<file path="config.mk">
export PLATFORM = sky130hd
export DESIGN_NAME = mem_arbiter
export DESIGN_NICKNAME = d
export VERILOG_FILES = /design/src/rtl/mem_arbiter.sv
export SDC_FILE = /design/constraint.sdc
export NUM_CORES = 1
export LEC_CHECK = 0
export ABC_AREA = 1
export CAP_MARGIN = 15
export CORE_MARGIN = 1.5
export CORE_UTILIZATION = 39
export DETAILED_ROUTE_END_ITERATION = 12
export MAX_ROUTING_LAYER = met4
export PLACE_DENSITY = 0.87
export REMOVE_ABC_BUFFERS = 1
export SLEW_MARGIN = 20
export SYNTH_ARGS = -nofsm -noshare
export SYNTH_HDL_FRONTEND = slang
export SYNTH_SLANG_ARGS = --single-unit
</file>
<file path="constraint.sdc">
create_clock -name clk -period 2 [get_ports clk]
set_clock_uncertainty 0.1 [all_clocks]
set_input_delay 0.2 -clock clk [delete_from_list [all_inputs] [get_ports clk]]
set_output_delay 0.2 -clock clk [all_outputs]
set_load 0.01 [all_outputs]
</file>
<file path="src/rtl/mem_arbiter.sv">
// mem_arbiter: two-requester (CPU, DMA) arbiter in front of a single memory
// controller. Each access is a fixed IDLE -> ACCESS -> RESPOND sequence; the
// owner is chosen in IDLE and latched for the whole access. Addresses are
// classified as illegal (< ADDR_LO or >= ADDR_HI), read-only ROM
// (ADDR_LO..RAM_LO-1) or RAM (RAM_LO..ADDR_HI-1).
//
// Ports:
//   clk, reset            clock, synchronous active-low reset
//   cpu_req/we/addr/wd    CPU request, held stable until cpu_ack
//   cpu_rd, cpu_ack       CPU read data (registered), completion pulse
//   cpu_stall             cpu_req & ~cpu_ack (combinational freeze)
//   dma_req/we/addr/wd    DMA request, held stable until dma_ack
//   dma_rd, dma_ack       DMA read data (registered), completion pulse
//   mem_we/addr/wd        memory controller command, valid in ACCESS only
//   mem_rd                memory read data, sampled at the end of ACCESS
//   err                   pulse in RESPOND for illegal/read-only accesses
//
// Configuration:
//   MEM_ARBITER_ROUND_ROBIN_EN  defined: alternate grants when both request
//                               undefined: CPU has fixed priority
module mem_arbiter #(
   parameter int unsigned ADDR_LO = 400,
   parameter int unsigned RAM_LO  = 8500,
   parameter int unsigned ADDR_HI = 138100
) (
   input  logic        clk,
   input  logic        reset,
   input  logic        cpu_req,
   input  logic        cpu_we,
   input  logic [31:0] cpu_addr,
   input  logic [31:0] cpu_wd,
   output logic [31:0] cpu_rd,
   output logic        cpu_ack,
   output logic        cpu_stall,
   input  logic        dma_req,
   input  logic        dma_we,
   input  logic [31:0] dma_addr,
   input  logic [31:0] dma_wd,
   output logic [31:0] dma_rd,
   output logic        dma_ack,
   output logic        mem_we,
   output logic [31:0] mem_addr,
   output logic [31:0] mem_wd,
   input  logic [31:0] mem_rd,
   output logic        err
);

   localparam int unsigned AW = 32;
   localparam logic [AW-1:0] LO_A  = AW'(ADDR_LO);
   localparam logic [AW-1:0] RAM_A = AW'(RAM_LO);
   localparam logic [AW-1:0] HI_A  = AW'(ADDR_HI);

   typedef enum logic [1:0] {IDLE, ACCESS, RESPOND} state_t;

   state_t        state;
   logic          own_dma;
   logic          own_we;
   logic          own_bad;
   logic          own_ro;
`ifdef MEM_ARBITER_ROUND_ROBIN_EN
   logic          last_dma;
`endif

   logic          grant_dma_c;
   logic          sel_we_c;
   logic [AW-1:0] sel_addr_c;
   logic [AW-1:0] sel_wd_c;
   logic          sel_bad_c;
   logic          sel_ro_c;
   logic [AW-1:0] rd_c;

   assign cpu_stall = cpu_req & ~cpu_ack;

   // Grant decision and classification of the candidate owner's request.
   always_comb begin
      grant_dma_c = 1'b0;
`ifdef MEM_ARBITER_ROUND_ROBIN_EN
      if (cpu_req && dma_req) grant_dma_c = ~last_dma;
      else                    grant_dma_c = dma_req;
`else
      grant_dma_c = dma_req & ~cpu_req;
`endif
      sel_we_c   = grant_dma_c ? dma_we   : cpu_we;
      sel_addr_c = grant_dma_c ? dma_addr : cpu_addr;
      sel_wd_c   = grant_dma_c ? dma_wd   : cpu_wd;
      sel_bad_c  = (sel_addr_c < LO_A) || (sel_addr_c >= HI_A);
      sel_ro_c   = sel_we_c && !sel_bad_c && (sel_addr_c < RAM_A);
      // Illegal reads return zero instead of whatever the controller drives.
      rd_c       = own_bad ? '0 : mem_rd;
   end

   // Access sequencer; command and response outputs are pulses by default.
   always_ff @(posedge clk) begin
      if (!reset) begin
         state    <= IDLE;
         own_dma  <= 1'b0;
         own_we   <= 1'b0;
         own_bad  <= 1'b0;
         own_ro   <= 1'b0;
         cpu_rd   <= '0;
         dma_rd   <= '0;
         cpu_ack  <= 1'b0;
         dma_ack  <= 1'b0;
         err      <= 1'b0;
         mem_we   <= 1'b0;
         mem_addr <= '0;
         mem_wd   <= '0;
`ifdef MEM_ARBITER_ROUND_ROBIN_EN
         last_dma <= 1'b1;
`endif
      end else begin
         cpu_ack  <= 1'b0;
         dma_ack  <= 1'b0;
         err      <= 1'b0;
         mem_we   <= 1'b0;
         mem_addr <= '0;
         mem_wd   <= '0;
         case (state)
            IDLE: begin
               if (cpu_req || dma_req) begin
                  state    <= ACCESS;
                  own_dma  <= grant_dma_c;
                  own_we   <= sel_we_c;
                  own_bad  <= sel_bad_c;
                  own_ro   <= sel_ro_c;
                  mem_addr <= sel_addr_c;
                  mem_wd   <= sel_wd_c;
                  mem_we   <= sel_we_c & ~sel_bad_c & ~sel_ro_c;
`ifdef MEM_ARBITER_ROUND_ROBIN_EN
                  last_dma <= grant_dma_c;
`endif
               end
            end
            ACCESS: begin
               state <= RESPOND;
               err   <= own_bad | own_ro;
               if (own_dma) dma_ack <= 1'b1;
               else         cpu_ack <= 1'b1;
               // Writes leave the owner's read data untouched.
               if (!own_we) begin
                  if (own_dma) dma_rd <= rd_c;
                  else         cpu_rd <= rd_c;
               end
            end
            RESPOND: state <= IDLE;
            default: state <= IDLE;
         endcase
      end
   end

endmodule
</file>
Word level (Yosys, flattened, before mapping)
Cells that the tools add are included.
- add/subtract/negate cells: 0
- multipliers: 0
- divide/modulo/power cells: 0
- $lt $le $gt $ge: 3
- equality and inequality tests: 2
- shift-type cells: 0
- muxes and demuxes: 8
- bitwise gates (word level): 11
- reductions and logical operators: 11
- operator list (cell ; count):
    $mux 32 ; 3
    $ge 32x18->1 const B ; 1
    $lt 32x14->1 const B ; 1
    $lt 32x9->1 const B ; 1
    $reduce_and 3->1 ; 3
    $not 1->1 ; 6
    $and 1x1->1 ; 4
    $pmux 2 s2 ; 1
    $reduce_and 2->1 ; 2
    $mux 1 ; 3
    $eq 2x1->1 const B ; 1
    $logic_and 1x1->1 ; 2
    $logic_not 2->1 ; 1
    $logic_or 1x1->1 ; 2
    $mux 2 ; 1
    $ne 2x2->1 const B ; 1
    $logic_not 1->1 ; 1
    $or 1x1->1 ; 1
- register bits after elaboration: 138
- latch bits: 0
- RAM bits: 0
- ROM bits: 0
- input bits: 166
- output and inout bits: 133
- logic and storage cells: 48
- memories: 0

Longest topological paths before layout
Gate-level depths: netlist (run 1).
- depth in word-level cells: 10
- depth in mapped cells: 16

Least setup slack after synthesis (run 1)
OpenSTA, ideal clock, no wires.
- kind: flip-flop to flip-flop
- start point: register state[0]
- end point: register dma_rd[10]
- setup time: 0.128 ns
- data arrival time: 1.348 ns
- required time: 1.772 ns
- path slack: 0.424 ns
- stages on the path, launching flop included: 8
- buffers on the path: 2
- clock period less this slack: 1.576 ns
- cells stage by stage: dfxtp_1 -> inv_1 -> nor2_1 -> inv_1 -> nor3_1 -> clkbuf_1 -> clkbuf_1 -> a21oi_1
- cells in the longest elaborated chain, start to end: 2
- RTL lines (what ; RTL line ; text):
    from (decl) ; 55 ; state_t state;
    from (signal assigned) ; 95 ; state <= IDLE;
    from (signal assigned) ; 121 ; state <= ACCESS;
    from (signal assigned) ; 135 ; state <= RESPOND;
    $eq 2x1->1 ; 118 ; case (state)
    $reduce_and 3->1 (no line) ; n/a ;
    to (signal assigned) ; 141 ; if (own_dma) dma_rd <= rd_c;
    to (decl) ; 39 ; output logic [31:0] dma_rd,
No other way between the ends.
A chain may end at the register's enable or synchronous reset.

Worst setup path after layout (run 1)
- start point: input cpu_req
- end point: output cpu_stall
- cells in the longest elaborated chain, start to end: 1
- RTL lines (what ; RTL line ; text):
    from (decl) ; 28 ; input logic cpu_req,
    $and 1x1->1 ; 72 ; assign cpu_stall = cpu_req & ~cpu_ack;
    to (decl) ; 34 ; output logic cpu_stall,
No other way between the ends.

==> results of run 1 <==
==> stage by stage <==
stage | total power, mW | instances | hold slack [ps]
5_1_grt | 7.82 | 1301 | 241
2_1_floorplan | 3.54 | 748 | 236
4_1_cts | 7.55 | 1301 | 226
3_5_place_dp | 4.49 | 1271 | 361
6_report | 7.50 | 1301 | 241
3_3_place_gp | 4.46 | 1271 | 347
==> sequential cells by signal, summed over array words and instances, names as in the netlist <==
register and count:
mem_addr 32, cpu_ack 1, own_ro 1, cpu_rd 32, state 2, dma_rd 32
own_dma 1, own_bad 1, err 1, dma_ack 1, mem_wd 32, own_we 1
mem_we 1
==> cell type report <==
cell class                 count  area (µm²)
fill                        1129        4390
timing repair buffer         343        3370
sequential                   138        2760
multi-input combinational    526        2290
clock buffer                  23         488
inverter                      84         318
tap                          180         225
clock inverter                 7        91.3
==> synth_stat cells (4+ instances only) <==
library cell               number  area share [%]
sky130_fd_sc_hd__a21oi_1       73             6.5
sky130_fd_sc_hd__buf_1          4            0.27
sky130_fd_sc_hd__buf_2         10            0.90
sky130_fd_sc_hd__buf_4          6            0.81
sky130_fd_sc_hd__clkbuf_1      21             1.4
sky130_fd_sc_hd__dfxtp_1      138              49
sky130_fd_sc_hd__inv_1         81             5.4
sky130_fd_sc_hd__nand2_1      211              14
sky130_fd_sc_hd__nand2_2        4            0.45
sky130_fd_sc_hd__nand3_1       20             1.8
sky130_fd_sc_hd__nand3b_1       8             1.1
sky130_fd_sc_hd__nor2_1       129             8.7
sky130_fd_sc_hd__nor2_2         4            0.45
sky130_fd_sc_hd__nor3_1         6            0.54
sky130_fd_sc_hd__o21ai_0       63             5.6
==> worst max-delay path, stage by stage <==
cell	delay (ps)
sky130_fd_sc_hd__dlygate4sd2_1	350
sky130_fd_sc_hd__inv_4	90
sky130_fd_sc_hd__buf_4	210
sky130_fd_sc_hd__nor2_1	90
sky130_fd_sc_hd__clkdlybuf4s50_1	600
==> power by group through the flow <==
stage               logic [mW]  clock network (mW)  registers, mW
detailed placement        1.44                   0           3.05
finish                    1.44                3.08           2.99
global placement          1.42                   0           3.04
floorplan                0.414                   0           3.13
global route              1.57                3.25           3.00
CTS                       1.45                3.12           2.99
==> kinds of logic (layout without fill, tap and decap cells) <==
logic type / Yosys count / in the layout / synth area share (%)
AOI/OAI and AO/OA: 138 / 138 / 12.5
and+or+nand+nor: 388 / 388 / 28.3
buffers and inverters: 128 / 457 / 9.80
DFF: 138 / 138 / 49.4
==> how the worst max path moves through the flow <==
stage | slack, ps | end | startpoint | cells past startpoint
6_report | 150 | cpu_stall | cpu_req | 5
3_3_place_gp | -230 | own_bad | cpu_req | 14
3_5_place_dp | -340 | own_bad | cpu_req | 14
5_1_grt | 2 | own_ro | dma_req | 14
2_1_floorplan | -1760 | dma_rd[12] | state[0] | 7
4_1_cts | 150 | cpu_stall | cpu_req | 5
==> metal layers <==
metal	track usage [%]	up-vias
li1	-	3096
met1	28.7	2756
met2	43.2	290
met3	7.16	47
met4	11.4	0
met5	-	-
==> timing repair <==
item / 4_1_cts / 5_1_grt
buffers inserted: 0 / 0
resized for setup: 1 / 0
endpoints found under the setup margin: 1 / 0
==> cells in the final DEF (no fill, tap or decap), types with 2 or more instances in the layout <==
| master | synthesis | layout |
|---|---|---|
| sky130_fd_sc_hd__nand2_2 | 4 | 4 |
| sky130_fd_sc_hd__buf_12 | 0 | 4 |
| sky130_fd_sc_hd__clkinv_1 | 2 | 2 |
| sky130_fd_sc_hd__a21oi_1 | 73 | 73 |
| sky130_fd_sc_hd__inv_1 | 81 | 80 |
| sky130_fd_sc_hd__clkinv_2 | 0 | 3 |
| sky130_fd_sc_hd__nand3_1 | 20 | 20 |
| sky130_fd_sc_hd__o21ai_0 | 63 | 63 |
| sky130_fd_sc_hd__nand2_1 | 211 | 211 |
| sky130_fd_sc_hd__dfxtp_1 | 138 | 138 |
| sky130_fd_sc_hd__nor3_2 | 0 | 2 |
| sky130_fd_sc_hd__nor2_4 | 2 | 2 |
| sky130_fd_sc_hd__clkbuf_16 | 0 | 17 |
| sky130_fd_sc_hd__bufinv_16 | 0 | 2 |
| sky130_fd_sc_hd__nand3b_1 | 8 | 8 |
| sky130_fd_sc_hd__nor2_1 | 129 | 129 |
| sky130_fd_sc_hd__clkdlybuf4s50_1 | 0 | 297 |
| sky130_fd_sc_hd__clkbuf_1 | 21 | 2 |
| sky130_fd_sc_hd__nor2_2 | 4 | 4 |
| sky130_fd_sc_hd__nor3_1 | 6 | 4 |
| sky130_fd_sc_hd__buf_4 | 6 | 41 |
| sky130_fd_sc_hd__clkbuf_8 | 0 | 4 |
==> results.md, run 1 <==
GRT:
- The number of antenna violations at the first check in global routing is 0.
- For this run, the total global-route usage over all layers was measured as 25.8%.
- The via count of the first global-routing pass is 6074.
- The first global-routing pass estimated 29200 µm of wire.
- The maximum number of pins on one net before global-route repair is 51.
- The total overflow left after global routing is 0.

STA:
- The post-route minimum period is 1850 ps.
- Setup repair after global routing left no endpoint under its margin.
- The total of endpoints with negative setup slack in the final report is 0.
- The slack of the critical path is 152 ps.
- The sum of negative setup slack is 0 ps.
- The number of pins with negative max-slew slack in the final report is 0.
- Dividing the final minimum period by the clock period gives 92.4%.
- Timing would allow up to 541 MHz.
- For the pin with the worst max-slew slack, the measured transition is 552 ps.
- The worst max-slew margin expressed relative to the limit is 63.1%.
- The number of failing hold endpoints at the final stage is 0.

Placement:
- Routability-driven placement finished with a final weighted congestion of 0.956.
- Once placement finished, the instance area stood at 8970 µm².
- Timing analysis after detailed placement gives a worst setup slack of -338 ps.
- The sum of net half-perimeters after detailed placement is 14300 µm.
- The count of buffers inserted at the top-level ports is 298.

Worst hold path:
- The type of the worst min-delay path is input pin to flop.
- The number of stages on the worst hold path is 3.
- The critical hold path startpoint is cpu_wd[11].
- The worst hold path terminates at mem_wd[11].

Clock tree:
- The number of buffers created by CTS is 17.
- In this run the clock root is driven by a sky130_fd_sc_hd__clkbuf_16.
- The deepest clock path buffer count is 2.
- For this design, the sink count on the clock tree is 138.
- The clock tree from TritonCTS is built.
- The number of H-tree branching levels is 4.
- Clock-pin slew was measured on the worst setup and hold paths at 60 ps.
- In this run, post-CTS hold repair placed 0 buffers.
- The source-to-sink clock delay at the later pin of the worst-skew pair is 410 ps.

Worst setup path:
- The worst register-to-register path has a depth of 7.
- STA classifies the critical path endpoint as an output pin.
- STA classifies the critical path startpoint as an input pin.
- The required time at the worst-slack endpoint is 1700 ps.
- The destination of the worst register-to-register timing path is cpu_rd[3].
- The peak fanout along the critical path is 16.
- For the worst setup path, the data arrival time is 1550 ps.
- The setup path with the least slack is of type input pin to output pin.
- The startpoint identified for the worst register-to-register timing path is state[0].
- The setup check on the worst reg-to-reg path leaves a slack of 410 ps.

Routing:
- In this run the remaining antenna-violating nets after routing total 0.
- After the first detailed-routing iteration, the DRC count stood at 286.
- The highest signal layer in the routed design is met4.
- The first TritonRoute pass finished after 5 iterations.
- Detailed routing placed a total of 9290 µm of wire on met2.
- The sum of routed wire length over all layers is 18800 µm.
- The wire length per cell is 14.5 µm.
- The met1 wire length is 7220 µm.
- Dividing the detail-routed via count by the number of cells gives 4.76.
- The routed layout has 6189 vias.
- The number of design rule violations left after detail routing is 0.
- The met3 layer wire length in the routed design is 1590 µm.

Synth:
- The unique cell type count in the Yosys netlist is 26.
- The register bit count reported by yosys is 138.
- The synthesized netlist occupies a cell area of 5590 µm².
- The Yosys step of the flow raised 0 warnings.
- Counting flops with a built-in enable in the synthesized netlist gives 0.
- The synthesized netlist cell count is 792.
- The share of async-settable or async-resettable flops after synthesis is 0%.
- Summing the sequential cell areas from Yosys gives 49.4% of the chip area.
- After synthesis, the mean cell area works out to 7.06 µm².
- The flip-flop cell with the highest count after synthesis is sky130_fd_sc_hd__dfxtp_1.

Floorplan:
- The die covers 15100 µm².
- For this configuration, the core starts out at a cell density of 40.1%.
- The y dimension of the die is 123 µm.
- After floorplanning, the core was sized to cover 13900 µm².
- The row count is 43.
- From left edge to right edge, the die measures 123 µm.
- The top-level port count is 299.

Power:
- In this run the power spent charging and discharging nets is 1.85 mW.
- For this design the ratio of total power to cell area is 786 nW/µm².
- The net switching fraction of the power is 24.6%.
- The maximum resistive drop on vdd is 0.565 mV.
- Sequential cells account for 39.8% of the total power.
- Cell internal power was estimated by the tool at 5.65 mW.
- The power share of the combinational group is 19.2%.
- The clock network fraction of total power is 41.0%.
- For this design the static power due to leakage is 4.26 nW.

Finish:
- The net count reported at finish is 1276.
- Measured on the finished design, the core utilization comes to 68.5%.
- The finished layout cell area is 9540 µm².
- From synthesis to final layout, the design area changed by 70.7%.
- The number of antenna diodes in the final layout is 0.
- Cells with a size suffix above 1 make up 8.21% of the layout.

Run status:
- The run finished with clean final reports.

Run:
- The total of max-cap violations is 0.
Power figures use the tool's default switching activity.
==> run 2: changes to the inputs <==
--- a/config.mk
+++ b/config.mk
@@ -12,7 +12,6 @@
 export DETAILED_ROUTE_END_ITERATION = 12
 export MAX_ROUTING_LAYER = met4
 export PLACE_DENSITY = 0.87
-export REMOVE_ABC_BUFFERS = 1
 export SLEW_MARGIN = 20
 export SYNTH_ARGS = -nofsm -noshare
 export SYNTH_HDL_FRONTEND = slang
==> results.md, run 2 (synthesized netlist as in run 1, its figures left out) <==
Clock tree:
- The clock slew seen by the registers of the worst setup and hold paths is 60 ps (about the same).
- The source-to-sink clock delay at the later pin of the worst-skew pair is 420 ps (was 410 ps).
- The number of setup buffers added after CTS was 0 (unchanged).
- The total of hold buffers inserted after clock tree synthesis is 0 (unchanged).
- The quantity of gates resized following cts is 1 (unchanged).
- The number of H-tree branching levels is 4 (unchanged).
- The number of clock sinks came to 138 (unchanged).
- The number of buffers created by CTS is 17 (unchanged).
- The cell at the root of the clock tree is sky130_fd_sc_hd__clkbuf_16 (unchanged).
- The clock tree from TritonCTS is built (unchanged).
- The deepest clock path buffer count came to 2 (unchanged).

STA:
- The post-route minimum period is 1830 ps (was 1850 ps).
- The number of failing hold endpoints at the final stage is 0 (unchanged).
- The worst max-slew margin expressed relative to the limit is 62.3% (was 63.1%).
- The fraction of the cycle the final worst path needs is 91.7% (was 92.4%).
- The number of pins with negative max-slew slack in the final report is 0 (unchanged).
- The peak clock frequency supported by timing is 545 MHz (was 541 MHz).
- The transition time of the tightest slew-check pin is 563 ps (was 552 ps).
- The post-route worst hold slack is 231 ps (was 241 ps).
- Unrepaired setup endpoints after global routing: false (unchanged).
- The total of endpoints with negative setup slack in the final report is 0 (unchanged).

GRT:
- The overall overflow remaining after global route is 0 (unchanged).
- The maximum number of pins on one net before global-route repair was 63 (was 51).
- The via count of the first global-routing pass is 6024 (was 6074).
- The number of antenna violations at the first check in global routing is 1 (was 0).
- The global-route wire length before repair is 28600 µm (was 29200 µm).
- The combined global-route utilization of all metal layers is 25.3% (was 25.8%).

Routing:
- The sum of met2 wire segment lengths after detailed routing is 9260 µm (was 9290 µm).
- The via count was 6237 (was 6189).
- The detail-routed via count per cell is 4.79 (was 4.76).
- The remaining number of nets flagged by the antenna check after routing was 0 (unchanged).
- The highest signal layer in the routed design is met4 (unchanged).
- The sum of routed wire length over all layers is 18400 µm (was 18800 µm).
- The wire length per cell was 14.1 µm (was 14.5 µm).
- The met3 layer wire length in the routed design was 1260 µm (was 1590 µm).
- The number of design rule violations left after detail routing came to 0 (unchanged).
- The length of the first detailed-routing pass in iterations is 5 (unchanged).
- The met1 wire length is 7180 µm (was 7220 µm).
- The iteration-0 DRC count of the detailed router is 414 (was 286).

Floorplan:
- The width of the die is 123 µm (unchanged).
- The die area is 15100 µm² (unchanged).
- The effective utilization at floorplan is 40.1% (unchanged).
- The y dimension of the die was 123 µm (unchanged).
- The row count is 43 (unchanged).
- The area of the core came to 13900 µm² (unchanged).
- The top-level port count was 299 (unchanged).

Finish:
- The final standard cell count with taps included and fillers excluded came to 1303 (was 1301).
- The net count reported at finish came to 1275 (was 1276).
- The layout cell share with drive strength beyond 1 is 8.38% (was 8.21%).
- The most common library cell in the layout ignoring fill and taps is sky130_fd_sc_hd__clkdlybuf4s50_1 (unchanged).
- Most used cells in the layout excluding fill and tap cells: sky130_fd_sc_hd__clkdlybuf4s50_1 (297), sky130_fd_sc_hd__nand2_1 (211), sky130_fd_sc_hd__dfxtp_1 (138), sky130_fd_sc_hd__nor2_1 (129), sky130_fd_sc_hd__inv_1 (80) (unchanged).
- The synthesis-to-layout area growth is 70.3% (was 70.7%).

Worst setup path:
- Cell-by-cell listing of the critical path: clkdlybuf4s50_1, buf_4, nand2_8, nand2_1, nand2_1, nand2_1, nor2_1, nand2_1, nor2_1, nand3_2, nor2_2, nand2_1, nand2_1, inv_1 (was dlygate4sd2_1, inv_4, buf_4, nor2_1, clkdlybuf4s50_1).
- The peak fanout along the critical path is 39 (was 16).
- The arrival time reported for the critical path endpoint came to 2050 ps (was 1550 ps).
- The endpoint kind of the worst setup timing path is a flop (was output pin).
- The highest-delay cell along the critical path is sky130_fd_sc_hd__clkdlybuf4s50_1 (unchanged).
- The nature of the critical path startpoint is an input pin (unchanged).
- Counting stages on the worst path, the most repeated cell is sky130_fd_sc_hd__nand2_1.
- The required time at the worst-slack endpoint is 2220 ps (was 1700 ps).
- The register-to-register setup slack is 250 ps (was 410 ps).
- The type of the worst setup path is input pin to flop (was input pin to output pin).
- The stage delay of the slowest cell on the critical path is 430 ps (was 600 ps).

Power:
- The clock network fraction of total power came to 40.2% (was 41.0%).
- The leakage dissipation is 4.24 nW (was 4.26 nW).
- The power share of the combinational group is 19.3% (was 19.2%).
- The maximum resistive drop on vdd is 0.519 mV (was 0.565 mV).
- The post-layout total power came to 7.37 mW (was 7.50 mW).
- The sequential share of power is 40.5% (was 39.8%).
- The power per cell area was 774 nW/µm² (was 786 nW/µm²).
- The net switching fraction of the power is 26.2% (was 24.6%).
- The internal cell power came to 5.44 mW (was 5.65 mW).
- The reported net switching power was 1.93 mW (was 1.85 mW).

Run:
- The total of max-cap violations is 0 (unchanged).

Placement:
- The placer's final routability congestion estimate is 0.872 (was 0.956).
- The sum of net half-perimeters after detailed placement was 13800 µm (was 14300 µm).
- The cell count after placement is 1270 (was 1271).
- The count of buffers inserted at the top-level ports was 298 (unchanged).

Run status:
- Result of the run: complete, no violations (unchanged).

Synth:
- The synthesized net count is 958.

Worst hold path:
- The type of the worst min-delay path is input pin to flop (unchanged).
## run 2: cell types whose count changed in the layout (fill, tap and decap cells not counted), sizes merged
cell / before / now
buf: 45 / 44
bufinv: 2 / 1
clkbuf: 23 / 19
clkinv: 6 / 8
clkinvlp: 1 / 3
diode: 0 / 1
inv: 82 / 85
## run 2: stage by stage
| step | TNS, ps | area, µm² | utilization, % | worst slack (ps) |
|---|---|---|---|---|
| 2_1_floorplan | 0 | 5590 | - | 424 |
| 3_3_place_gp | -485 | 8960 | 64.3 | -188 |
| 3_5_place_dp | -802 | 8960 | 64.3 | -309 |
| 4_1_cts | 0 | 9520 | 68.3 | 195 |
| 5_1_grt | 0 | 9520 | 68.3 | 9.38 |
| 6_report | 0 | 9520 | 68.3 | 167 |
## run 2: routing by layer
metal,GRT usage (%),up-vias
met5,-,-
met4,13.6,0
met3,6.18,57
met2,41.5,294
met1,28.3,2796
li1,-,3090
## run 2: critical path: cells and delay by family
family,cells,cell delay (ps)
AND/OR/NAND/NOR,11,1190
buffers and inverters,3,650
## run 2: final timing paths
| check | end | depth (start not counted) | startpoint |
|---|---|---|---|
| worst min register to register | dma_rd[19] | 2 | dma_rd[19] |
| worst min-delay path | mem_wd[4] | 3 | cpu_wd[4] |
| worst max register to register | dma_rd[16] | 8 | state[0] |
| worst max-delay path | own_bad | 14 | dma_req |
## run 2: final cells by class
type	count	area, µm²
Tap cell	180	225
Timing Repair Buffer	342	3360
Inverter	84	318
Clock buffer	19	443
Antenna cell	1	2.50
Fill cell	1117	4420
Sequential cell	138	2760
Clock inverter	13	116
Multi-Input combinational cell	526	2290
## run 2: power groups by stage
stage / registers (mW) / clock network [mW] / logic, mW
floorplan: 3.12 / 0 / 0.478
global placement: 3.04 / 0 / 1.39
detailed placement: 3.05 / 0 / 1.41
CTS: 2.99 / 3.01 / 1.43
global route: 3.00 / 3.14 / 1.55
finish: 2.99 / 2.96 / 1.43
==> run 3: changes to the inputs <==
--- a/config.mk
+++ b/config.mk
@@ -5,13 +5,13 @@
 export SDC_FILE = /design/constraint.sdc
 export NUM_CORES = 1
 export LEC_CHECK = 0
-export ABC_AREA = 1
+export ABC_AREA = 0
 export CAP_MARGIN = 15
 export CORE_MARGIN = 1.5
 export CORE_UTILIZATION = 39
 export DETAILED_ROUTE_END_ITERATION = 12
 export MAX_ROUTING_LAYER = met4
-export PLACE_DENSITY = 0.87
+export PLACE_DENSITY = 0.88
 export SLEW_MARGIN = 20
 export SYNTH_ARGS = -nofsm -noshare
 export SYNTH_HDL_FRONTEND = slang
==> results.md, run 3 <==
Run status:
- Result of the run: complete, no violations (unchanged).

Routing:
- The met3 layer wire length in the routed design is 1420 µm (was 1260 µm).
- The via count came to 5791 (was 6237).
- The detail-routed via count per cell is 4.87 (was 4.79).
- The met1 wire length is 7350 µm (was 7180 µm).
- The highest signal layer in the routed design is met4 (unchanged).
- The iteration-0 DRC count of the detailed router is 438 (was 414).
- The sum of routed wire length over all layers was 18700 µm (was 18400 µm).
- The number of design rule violations left after detail routing is 0 (unchanged).
- The remaining number of nets flagged by the antenna check after routing is 0 (unchanged).
- The wire length per cell was 15.7 µm (was 14.1 µm).
- The length of the first detailed-routing pass in iterations is 5 (unchanged).
- The sum of met2 wire segment lengths after detailed routing came to 9610 µm (was 9260 µm).

Synth:
- The flip-flop cell with the highest count after synthesis is sky130_fd_sc_hd__dfxtp_1 (unchanged).
- The post-synthesis average cell area was 8.09 µm² (was 7.06 µm²).
- The unique cell type count in the Yosys netlist is 43 (was 26).
- The cell type with the largest total area after synthesis is sky130_fd_sc_hd__dfxtp_1 (unchanged).
- Leading cell types by total area after synthesis: sky130_fd_sc_hd__dfxtp_1 (50%), sky130_fd_sc_hd__nand2_1 (17%), sky130_fd_sc_hd__a21boi_0 (8.9%) (was sky130_fd_sc_hd__dfxtp_1 (49%), sky130_fd_sc_hd__nand2_1 (14%), sky130_fd_sc_hd__nor2_1 (8.7%)).
- Most instantiated cells after synthesis: sky130_fd_sc_hd__nand2_1 (252), sky130_fd_sc_hd__dfxtp_1 (138), sky130_fd_sc_hd__a21boi_0 (65) (was sky130_fd_sc_hd__nand2_1 (211), sky130_fd_sc_hd__dfxtp_1 (138), sky130_fd_sc_hd__nor2_1 (129)).
- The portion of synthesized cell area occupied by the leading cell type came to 50.4% (was 49.4%).
- The netlist area before placement is 5480 µm² (was 5590 µm²).
- The share of async-settable or async-resettable flops after synthesis came to 0% (unchanged).
- The synthesized net count is 844 (was 958).
- The number of enable-type register cells in the synthesized netlist is 0 (unchanged).
- The register bit count reported by yosys is 138 (unchanged).
- The number of warnings reported in the yosys synthesis log is 0 (unchanged).
- The cell with the most instances after synthesis is sky130_fd_sc_hd__nand2_1 (unchanged).
- The post-synthesis sequential area ratio is 50.4% (was 49.4%).
- The synthesized netlist cell count was 678 (was 792).

Floorplan:
- The row count is 43 (unchanged).
- The y dimension of the die came to 122 µm (was 123 µm).
- The area of the core is 13800 µm² (was 13900 µm²).
- The die area is 14800 µm² (was 15100 µm²).
- The effective utilization at floorplan is 39.7% (was 40.1%).
- The top-level port count came to 299 (unchanged).
- The width of the die is 122 µm (was 123 µm).

Placement:
- The cell area after placement was 8910 µm² (was 8960 µm²).
- The placer's final routability congestion estimate came to 0.871 (was 0.872).
- The pre-CTS setup slack was -295 ps (was -309 ps).
- The count of buffers inserted at the top-level ports is 298 (unchanged).
- The sum of net half-perimeters after detailed placement is 13900 µm (was 13800 µm).
- The cell count after placement is 1158 (was 1270).

Worst setup path:
- The destination of the worst register-to-register timing path is dma_rd[1] (was dma_rd[16]).
- The capture point of the critical path is own_bad (unchanged).
- The required time at the worst-slack endpoint is 2210 ps (was 2220 ps).
- The register-to-register setup slack is 390 ps (was 250 ps).
- The nature of the critical path startpoint is an input pin (unchanged).
- The endpoint kind of the worst setup timing path is a flop (unchanged).
- The arrival time reported for the critical path endpoint is 2120 ps (was 2050 ps).
- The reg-to-reg startpoint is state[1] (was state[0]).
- The critical path startpoint is cpu_addr[26] (was dma_req).
- The type of the worst setup path is input pin to flop (unchanged).
- The peak fanout along the critical path was 3 (was 39).
- The cell count of the worst reg-to-reg path came to 6 (was 8).

STA:
- The total of endpoints with negative setup slack in the final report is 0 (unchanged).
- The number of failing hold endpoints at the final stage is 0 (unchanged).
- The number of pins with negative max-slew slack in the final report came to 0 (unchanged).
- The transition time of the tightest slew-check pin is 523 ps (was 563 ps).
- Unrepaired setup endpoints after global routing: false (unchanged).
- The post-route minimum period is 1910 ps (was 1830 ps).
- The peak clock frequency supported by timing came to 524 MHz (was 545 MHz).
- The slack of the critical path is 93.1 ps (was 167 ps).
- The worst max-slew margin expressed relative to the limit is 64.8% (was 62.3%).
- The fraction of the cycle the final worst path needs was 95.3% (was 91.7%).

Clock tree:
- The source-to-sink clock delay at the later pin of the worst-skew pair came to 420 ps (about the same).
- The total of hold buffers inserted after clock tree synthesis is 0 (unchanged).
- The deepest clock path buffer count came to 2 (unchanged).
- The number of setup buffers added after CTS came to 0 (unchanged).
- The clock tree from TritonCTS is built (unchanged).
- The number of buffers created by CTS is 17 (unchanged).
- The number of clock sinks is 138 (unchanged).
- The cell at the root of the clock tree is sky130_fd_sc_hd__clkbuf_16 (unchanged).
- The number of H-tree branching levels came to 4 (unchanged).
- The clock slew seen by the registers of the worst setup and hold paths is 60 ps (about the same).

Finish:
- The layout cell share with drive strength beyond 1 is 9.31% (was 8.38%).
- The filler cell count in the final layout is 1028 (was 1117).
- The finished layout cell area was 9500 µm² (was 9520 µm²).
- The number of inserted diodes is 0 (was 1).
- The net count reported at finish came to 1163 (was 1275).
- Most used cells in the layout excluding fill and tap cells: sky130_fd_sc_hd__clkdlybuf4s50_1 (296), sky130_fd_sc_hd__nand2_1 (251), sky130_fd_sc_hd__dfxtp_1 (138), sky130_fd_sc_hd__a21boi_0 (65), sky130_fd_sc_hd__a21oi_1 (61) (was sky130_fd_sc_hd__clkdlybuf4s50_1 (297), sky130_fd_sc_hd__nand2_1 (211), sky130_fd_sc_hd__dfxtp_1 (138), sky130_fd_sc_hd__nor2_1 (129), sky130_fd_sc_hd__inv_1 (80)).
- The final standard cell count with taps included and fillers excluded was 1190 (was 1303).
- The most common library cell in the layout ignoring fill and taps is sky130_fd_sc_hd__clkdlybuf4s50_1 (unchanged).
- The synthesis-to-layout area growth is 73.3% (was 70.3%).

Power:
- The leakage dissipation came to 3.61 nW (was 4.24 nW).
- The power per cell area is 765 nW/µm² (was 774 nW/µm²).
- The maximum resistive drop on vdd was 0.545 mV (was 0.519 mV).

GRT:
- The via count of the first global-routing pass is 5504 (was 6024).
- The overall overflow remaining after global route is 0 (unchanged).
- The number of antenna violations at the first check in global routing is 0 (was 1).
- The global-route wire length before repair is 28400 µm (was 28600 µm).
- The maximum number of pins on one net before global-route repair is 70 (was 63).
- The combined global-route utilization of all metal layers came to 26.0% (was 25.3%).

Worst hold path:
- The type of the worst min-delay path is input pin to flop (unchanged).

Run:
- The total of max-cap violations was 0 (unchanged).
[run 3: metal layers]
metal  vias to the layer above  GRT usage, %
met4                         0          7.43
met3                        22          6.79
met2                       250          45.8
met5                         -             -
li1                       2860             -
met1                      2659          29.0
[run 3: repair_timing]
item                                    4_1_cts  5_1_grt
endpoints found under the setup margin        0        1
gates resized for setup                       0        1
hold endpoints to repair                      0        0
[run 3: how the worst min path moves through the flow]
stage                           start          end  slack (ps)  depth (start not counted)
after floorplan           dma_addr[0]  mem_addr[0]         240                          2
after global placement      dma_rd[1]    dma_rd[1]         350                          2
after detailed placement   dma_rd[25]   dma_rd[25]         360                          2
after CTS                       reset       mem_we         170                          4
after global routing            reset       mem_we         180                          4
final                           reset       mem_we         180                          4
[run 3: layout make-up]
type                            count  area (µm²)  share of cell area (%)
Clock inverter                     12         139                    1.46
Sequential cell                   138        2760                    29.1
Inverter                            2        7.51                  0.0790
Clock buffer                       20         457                    4.81
Multi-Input combinational cell    491        2530                    26.6
Tap cell                          180         225                    2.37
Timing Repair Buffer              347        3390                    35.6
[run 3: metrics by stage]
| step | hold WS (ps) | total power [mW] | TNS (ps) | utilization [%] |
|---|---|---|---|---|
| floorplan | 236 | 3.42 | 0 | - |
| global placement | 348 | 4.17 | -615 | 64.4 |
| global route | 182 | 7.56 | 0 | 68.7 |
| CTS | 172 | 7.34 | 0 | 68.7 |
| finish | 180 | 7.27 | 0 | 68.7 |
| detailed placement | 355 | 4.19 | -809 | 64.4 |
[run 3: logic make-up after synthesis]
| kind of cell | Yosys count | synth area share [%] |
|---|---|---|
| AOI/OAI and AO/OA | 144 | 16.9 |
| buffers and inverters | 49 | 3.86 |
| DFF | 138 | 50.4 |
| muxes | 8 | 1.92 |
| and+or+nand+nor | 339 | 26.9 |
[run 3: report_power, final]
group | internal (mW) | switching (mW) | leakage [nW]
sequential | 2.88 | 0.0497 | 1.12
combinational | 0.686 | 0.523 | 2.20
clock | 1.91 | 1.22 | 0.280
total | 5.48 | 1.79 | 3.61
[run 3: critical path, cell delays in order]
cell	delay [ps]
sky130_fd_sc_hd__clkdlybuf4s50_1	430
sky130_fd_sc_hd__nor4_1	410
sky130_fd_sc_hd__buf_4	180
sky130_fd_sc_hd__nand3_2	60
sky130_fd_sc_hd__o21ai_1	160
sky130_fd_sc_hd__and3_1	210
sky130_fd_sc_hd__o211ai_2	120
sky130_fd_sc_hd__o311a_1	330
